==> src/rtl/fetch_flow_ctrl.sv <==
// Fetch/decode front-end sequencer: post-reset boot hold, mispredict redirect, load-use
// bubbles, halt/resume handshake and saturating mispredict/stall performance counters.
module fetch_flow_ctrl #(
    parameter int BOOT_CYCLES = 4,
    parameter int CNT_W       = 16
) (
    input  logic             clk,
    input  logic             rst,
    input  logic             Eval_branchE,
    input  logic             PCSrcE,
    input  logic             Predict_branchE,
    input  logic [31:0]      PCTargetE,
    input  logic [31:0]      PCPlus4E,
    input  logic             lu_hazardD,
    input  logic             halt_req,
    output logic             halt_ack,
    output logic             StallF,
    output logic             StallD,
    output logic             FlushD,
    output logic             FlushE,
    output logic             redirect_valid,
    output logic [31:0]      redirect_pc,
    output logic             StateUpdateEnable,
    output logic [CNT_W-1:0] mispred_cnt,
    output logic [CNT_W-1:0] stall_cnt
);

    localparam int               BW        = (BOOT_CYCLES > 1) ? $clog2(BOOT_CYCLES) : 1;
    localparam logic [BW-1:0]    BOOT_LAST = BW'((BOOT_CYCLES > 0) ? (BOOT_CYCLES - 1) : 0);
    localparam logic [CNT_W-1:0] CNT_MAX   = {CNT_W{1'b1}};

    typedef enum logic [1:0] {
        ST_BOOT = 2'd0,
        ST_RUN  = 2'd1,
        ST_HALT = 2'd2
    } state_t;

    // With no warm-up requested, reset lands directly in RUN.
    localparam state_t RESET_STATE = (BOOT_CYCLES == 0) ? ST_RUN : ST_BOOT;

    state_t           state_r;
    state_t           state_n;
    logic [BW-1:0]    boot_cnt_r;
    logic [BW-1:0]    boot_cnt_n;
    logic             halt_ack_r;
    logic [CNT_W-1:0] mispred_cnt_r;
    logic [CNT_W-1:0] stall_cnt_r;

    logic             mispredict_s;
    logic             count_en_s;
    logic             stall_f_s;
    logic             stall_d_s;
    logic             flush_d_s;
    logic             flush_e_s;
    logic             redirect_valid_s;
    logic             state_update_s;

    function automatic logic [CNT_W-1:0] sat_inc(input logic [CNT_W-1:0] value);
        if (value == CNT_MAX) begin
            return value;
        end else begin
            return value + CNT_W'(1'b1);
        end
    endfunction

    assign mispredict_s = Eval_branchE & (PCSrcE ^ Predict_branchE);
    assign count_en_s   = (state_r == ST_RUN) || (state_r == ST_HALT);

    // Next-state selection and per-cycle pipeline control decode
    always_comb begin
        state_n          = state_r;
        boot_cnt_n       = boot_cnt_r;
        stall_f_s        = 1'b0;
        stall_d_s        = 1'b0;
        flush_d_s        = 1'b0;
        flush_e_s        = 1'b0;
        redirect_valid_s = 1'b0;
        state_update_s   = 1'b0;

        case (state_r)
            ST_BOOT: begin
                stall_f_s = 1'b1;
                stall_d_s = 1'b1;
                flush_d_s = 1'b1;
                flush_e_s = 1'b1;
                if (boot_cnt_r == BOOT_LAST) begin
                    state_n    = ST_RUN;
                    boot_cnt_n = {BW{1'b0}};
                end else begin
                    boot_cnt_n = boot_cnt_r + BW'(1'b1);
                end
            end

            ST_RUN: begin
                state_update_s = Eval_branchE;
                // A mispredict squashes the hazarding instruction, so it outranks the stall.
                if (mispredict_s) begin
                    redirect_valid_s = 1'b1;
                    flush_d_s        = 1'b1;
                    flush_e_s        = 1'b1;
                end else if (lu_hazardD) begin
                    stall_f_s = 1'b1;
                    stall_d_s = 1'b1;
                    flush_e_s = 1'b1;
                end else begin
                    flush_e_s = 1'b0;
                end
                if (halt_req && !mispredict_s) begin
                    state_n = ST_HALT;
                end else begin
                    state_n = ST_RUN;
                end
            end

            ST_HALT: begin
                state_update_s   = Eval_branchE;
                stall_f_s        = 1'b1;
                flush_e_s        = 1'b1;
                // The PC register must still capture a redirect from a branch draining out of E.
                stall_d_s        = ~mispredict_s;
                flush_d_s        = mispredict_s;
                redirect_valid_s = mispredict_s;
                if (halt_req) begin
                    state_n = ST_HALT;
                end else begin
                    state_n = ST_RUN;
                end
            end

            default: begin
                state_n    = RESET_STATE;
                boot_cnt_n = {BW{1'b0}};
                stall_f_s  = 1'b1;
                stall_d_s  = 1'b1;
                flush_d_s  = 1'b1;
                flush_e_s  = 1'b1;
            end
        endcase
    end

    // FSM state, boot counter and halt acknowledge registers
    always_ff @(posedge clk or negedge rst) begin
        if (!rst) begin
            state_r    <= RESET_STATE;
            boot_cnt_r <= {BW{1'b0}};
            halt_ack_r <= 1'b0;
        end else begin
            state_r    <= state_n;
            boot_cnt_r <= boot_cnt_n;
            halt_ack_r <= (state_n == ST_HALT);
        end
    end

    // Saturating performance counters; boot-time stalls are not counted
    always_ff @(posedge clk or negedge rst) begin
        if (!rst) begin
            mispred_cnt_r <= {CNT_W{1'b0}};
            stall_cnt_r   <= {CNT_W{1'b0}};
        end else begin
            if (count_en_s && mispredict_s) begin
                mispred_cnt_r <= sat_inc(mispred_cnt_r);
            end else begin
                mispred_cnt_r <= mispred_cnt_r;
            end
            if (count_en_s && stall_f_s) begin
                stall_cnt_r <= sat_inc(stall_cnt_r);
            end else begin
                stall_cnt_r <= stall_cnt_r;
            end
        end
    end

    assign redirect_pc       = PCSrcE ? PCTargetE : PCPlus4E;
    assign halt_ack          = halt_ack_r;
    assign StallF            = stall_f_s;
    assign StallD            = stall_d_s;
    assign FlushD            = flush_d_s;
    assign FlushE            = flush_e_s;
    assign redirect_valid    = redirect_valid_s;
    assign StateUpdateEnable = state_update_s;
    assign mispred_cnt       = mispred_cnt_r;
    assign stall_cnt         = stall_cnt_r;

endmodule

==> config.mk <==
export PLATFORM = sky130hd
export DESIGN_NAME = fetch_flow_ctrl
export DESIGN_NICKNAME = d
export VERILOG_FILES = /design/src/rtl/fetch_flow_ctrl.sv
export SDC_FILE = /design/constraint.sdc
export NUM_CORES = 1
export LEC_CHECK = 0
export BUFFER_PORTS_ARGS = -buffer_cell sky130_fd_sc_hd__buf_2
export CORE_MARGIN = 5
export CORE_UTILIZATION = 40
export DETAILED_ROUTE_END_ITERATION = 8
export GPL_TIMING_DRIVEN = 0
export PLACE_DENSITY = 0.83
export SETUP_SLACK_MARGIN = 0.05
export SLEW_MARGIN = 30
export SYNTH_ARGS = -nofsm -noshare
export SYNTH_HDL_FRONTEND = slang
export SYNTH_SLANG_ARGS = --single-unit
==> constraint.sdc <==
create_clock -name clk -period 5.5 [get_ports clk]
set_input_delay 0.55 -clock clk [delete_from_list [all_inputs] [get_ports clk]]
set_output_delay 0.55 -clock clk [all_outputs]
set_load 0.03 [all_outputs]
==> out/qor.yml <==
cells_and_area:
  antenna_cells: 0
  final_core_util: 0.5579
  area_growth_syn_to_layout_pct: 36.36
  finalNetCount: 444
  drive_gt1_frac: 0.5640
  final_area_um2: 3303
status:
  status: "finished clean"
clocking:
  cts_inserted_buffers: 5
  htreeDepth: 2
  cts_sinks: 37
  clk_latency_ps: 290
  clockBufferDepth: 2
  cts_tree: "yes"
  clock-root-buffer: "clkbuf_8"
  hold_buffers: 0
  cts_setup_buffers: 0
  cts_resized: 0
  clkTransAtPathRegs_ps: 70
hold_path:
  hold_path_class: "input port to async pin"
route:
  drtIter0Drc: 34
  antenna_left: 0
  drc: 0
  dr.pass1.iters: 4
  vias_per_cell: 5.000
  vias: 2210
  wl_per_cell_um: 15.47
  wirelength_um: 6839
sta:
  setup_violations: 0
  finalSetupTns_ps: 0
  setup_ws_ps: 3035
  rsz0062_at_grt: "false"
  period_needed_ps: 2465
  clock.fmax_ghz: 0.4056
  fin_hold_ws_ps: 369.1
  period_share: 0.4483
  skew_ps: 4.951
  tightest_slew_ps: 846.4
  hold_violations: 0
  slew_headroom: 0.4357
  drv_slew: 0
setup_path:
  crit_slowest_cell: "dfrtp_1"
  worstPathMaxFanout: 10
  critPathLaunchType: "flip-flop"
  r2r_cells: 6
  rr_endpoint: "mispred_cnt[12]"
  worst_path_most_repeated_cell: "inv_1"
  cp_cell_sequence: "inv_1 -> ha_1 -> clkbuf_1 -> nand3_2 -> buf_6 -> inv_1 -> buf_2"
  cp-startpoint: "state_r[0]"
  r2r_slack_ps: 3470
  crit_path_end: "redirect_valid"
  critPathRequiredTime_ps: 4950
  worstPathArrival_ps: 1920
  reg2reg_from: "state_r[0]"
  cp-end-kind: "output port"
  critPathKind: "flip-flop to output port"
  crit_path_max_incr_delay_ps: 400
floorplan:
  initial_utilization: 0.4091
  core-area_um2: 5921
  die_x_um: 87.82
  die_area_um2: 7712
  row_count: 28
  die_h_um: 87.82
  num_io_pins: 142
placement:
  gp_congestion: 0.8699
  place_area_um2: 3217
  dp_slack_ps: 3138
  dp_hpwl_um: 5668
  portBuffers: 140
grt:
  track_usage: 0.1824
  grt_pass1_vias: 2310
  grt_pass1_wl_um: 11100
  grt_start_max_net_pins: 38
  gr-total-overflow: 0
  antenna_found_initial: 0
pwr:
  power_density_nw_per_um2: 321.9
  power_leakage_nw: 1.788
  ir_drop_mv: 0.2615
synthesis:
  ys_seq_area_frac: 0.3822
  synth_top_area_share: 0.3822
  syn_nets: 297
  avgSynthCellArea_um2: 11.06
  ys_seq_elements: 37
  synthesis.area_um2: 2422
  syn_inst: 219
  synth_top_area_cell: "dfrtp_1"
  async_flop_share: 1.000
  synth_edf_count: 0
  synth.top_cells.by_area: "dfrtp_1 38%, mux2_2 16%, xor2_1 9.4%, ha_1 3.6%, nand2_1 2.8%"
  ys.flop_type: "dfrtp_1"
  yosysWarnings: 0
  yosysUniqueCellTypes: 46
flow_run:
  max_cap_viol_count: 0
-- Yosys cell counts, types with 3 or more instances --
cell type  count
nand2_1       18
inv_1          5
xnor2_1        3
nor2_1         4
buf_1          3
nand3_1        9
nor3_1        11
nor4_1         5
o21ai_0        5
nand4_1        4
nand4_2        3
dfrtp_1       37
nor4_2         4
ha_1           7
xor2_1        26
mux2_2        34
nor4b_2        4
nor3b_1        3
-- worst min-delay path by stage --
stage | from | end | slack [ps] | depth (start not counted)
floorplan | rst | boot_cnt_r[0] | 250 | 0
global placement | boot_cnt_r[1] | boot_cnt_r[1] | 470 | 2
detailed placement | mispred_cnt[11] | mispred_cnt[11] | 480 | 1
CTS | rst | mispred_cnt[8] | 390 | 1
global route | rst | halt_ack | 420 | 1
finish | rst | boot_cnt_r[1] | 370 | 1
-- critical path: cells and delay by family, from the launching register on --
family / cells / cell delay [ps]
and+or+nand+nor: 1 / 190
DFF: 1 / 400
buffers and inverters: 5 / 780
adders and majority gates: 1 / 270
-- per-stage QoR --
step | total power [mW] | cells
final | 1.063 | 442
after global routing | 1.133 | 442
after CTS | 1.076 | 442
after detailed placement | 0.8890 | 434
after global placement | 0.8728 | 434
after floorplan | 0.7334 | 219
-- metal layers --
metal	up-vias	GRT usage	wire (µm)
met3	10	0.04798	440
met5	-	0	0
li1	1083	-	-
met1	1057	0.2285	2818
met4	0	0.05021	88
met2	60	0.3103	3492
-- registers in the layout, summed over array words and instances, names as in the netlist --
signal,flops
state_r,2
mispred_cnt,16
stall_cnt,16
halt_ack,1
boot_cnt_r,2
-- layout by cell type, fill, tap and decap left out, types with 2 or more instances in the layout --
| cell | Yosys | routed |
|---|---|---|
| nor2_2 | 2 | 2 |
| clkinv_2 | 0 | 2 |
| nand2_1 | 18 | 18 |
| clkbuf_8 | 0 | 5 |
| nand4_2 | 3 | 3 |
| a21oi_1 | 2 | 2 |
| nor2b_1 | 2 | 2 |
| dfrtp_1 | 37 | 37 |
| ha_1 | 7 | 7 |
| nand2b_1 | 2 | 2 |
| nand4_1 | 4 | 4 |
| buf_1 | 3 | 3 |
| nor4_2 | 4 | 4 |
| nor4_1 | 5 | 5 |
| nor3b_1 | 3 | 3 |
| nand3_1 | 9 | 9 |
| nor3_1 | 11 | 11 |
| o21ai_0 | 5 | 5 |
| mux2_2 | 34 | 34 |
| xnor2_1 | 3 | 3 |
| and3_1 | 2 | 2 |
| nor2_1 | 4 | 4 |
| buf_2 | 1 | 141 |
| xor2_1 | 26 | 26 |
| or3_1 | 2 | 2 |
| nor4b_2 | 4 | 4 |
| inv_1 | 5 | 5 |
-- power by group --
group,switching (mW),internal (mW)
registers,0.0586,0.322
clock network,0.0955,0.0874
logic,0.322,0.178
-- cell type report --
class                           instances  area [µm²]
Fill cell                             544        2618
Multi-Input combinational cell        170        1439
Sequential cell                        37       925.9
Timing Repair Buffer                  140       700.7
Tap cell                               75       93.84
Clock buffer                            5       68.82
Buffer                                  7       38.79
Inverter                                5       18.77
Clock inverter                          3       17.52
-- kinds of logic (layout without fill, tap and decap cells) --
family                     after synthesis  in the layout  share of synthesized area
DFF                                     37             37                     0.3822
adders and majority gates                7              7                    0.03616
and+or+nand+nor                         83             83                     0.2350
muxes                                   36             36                     0.1689
xor gates and xnor gates                31             31                     0.1183
AOI/OAI and AO/OA                       13             13                    0.03564
buffers and inverters                   12            160                    0.02376
Power figures use the tool's default switching activity.
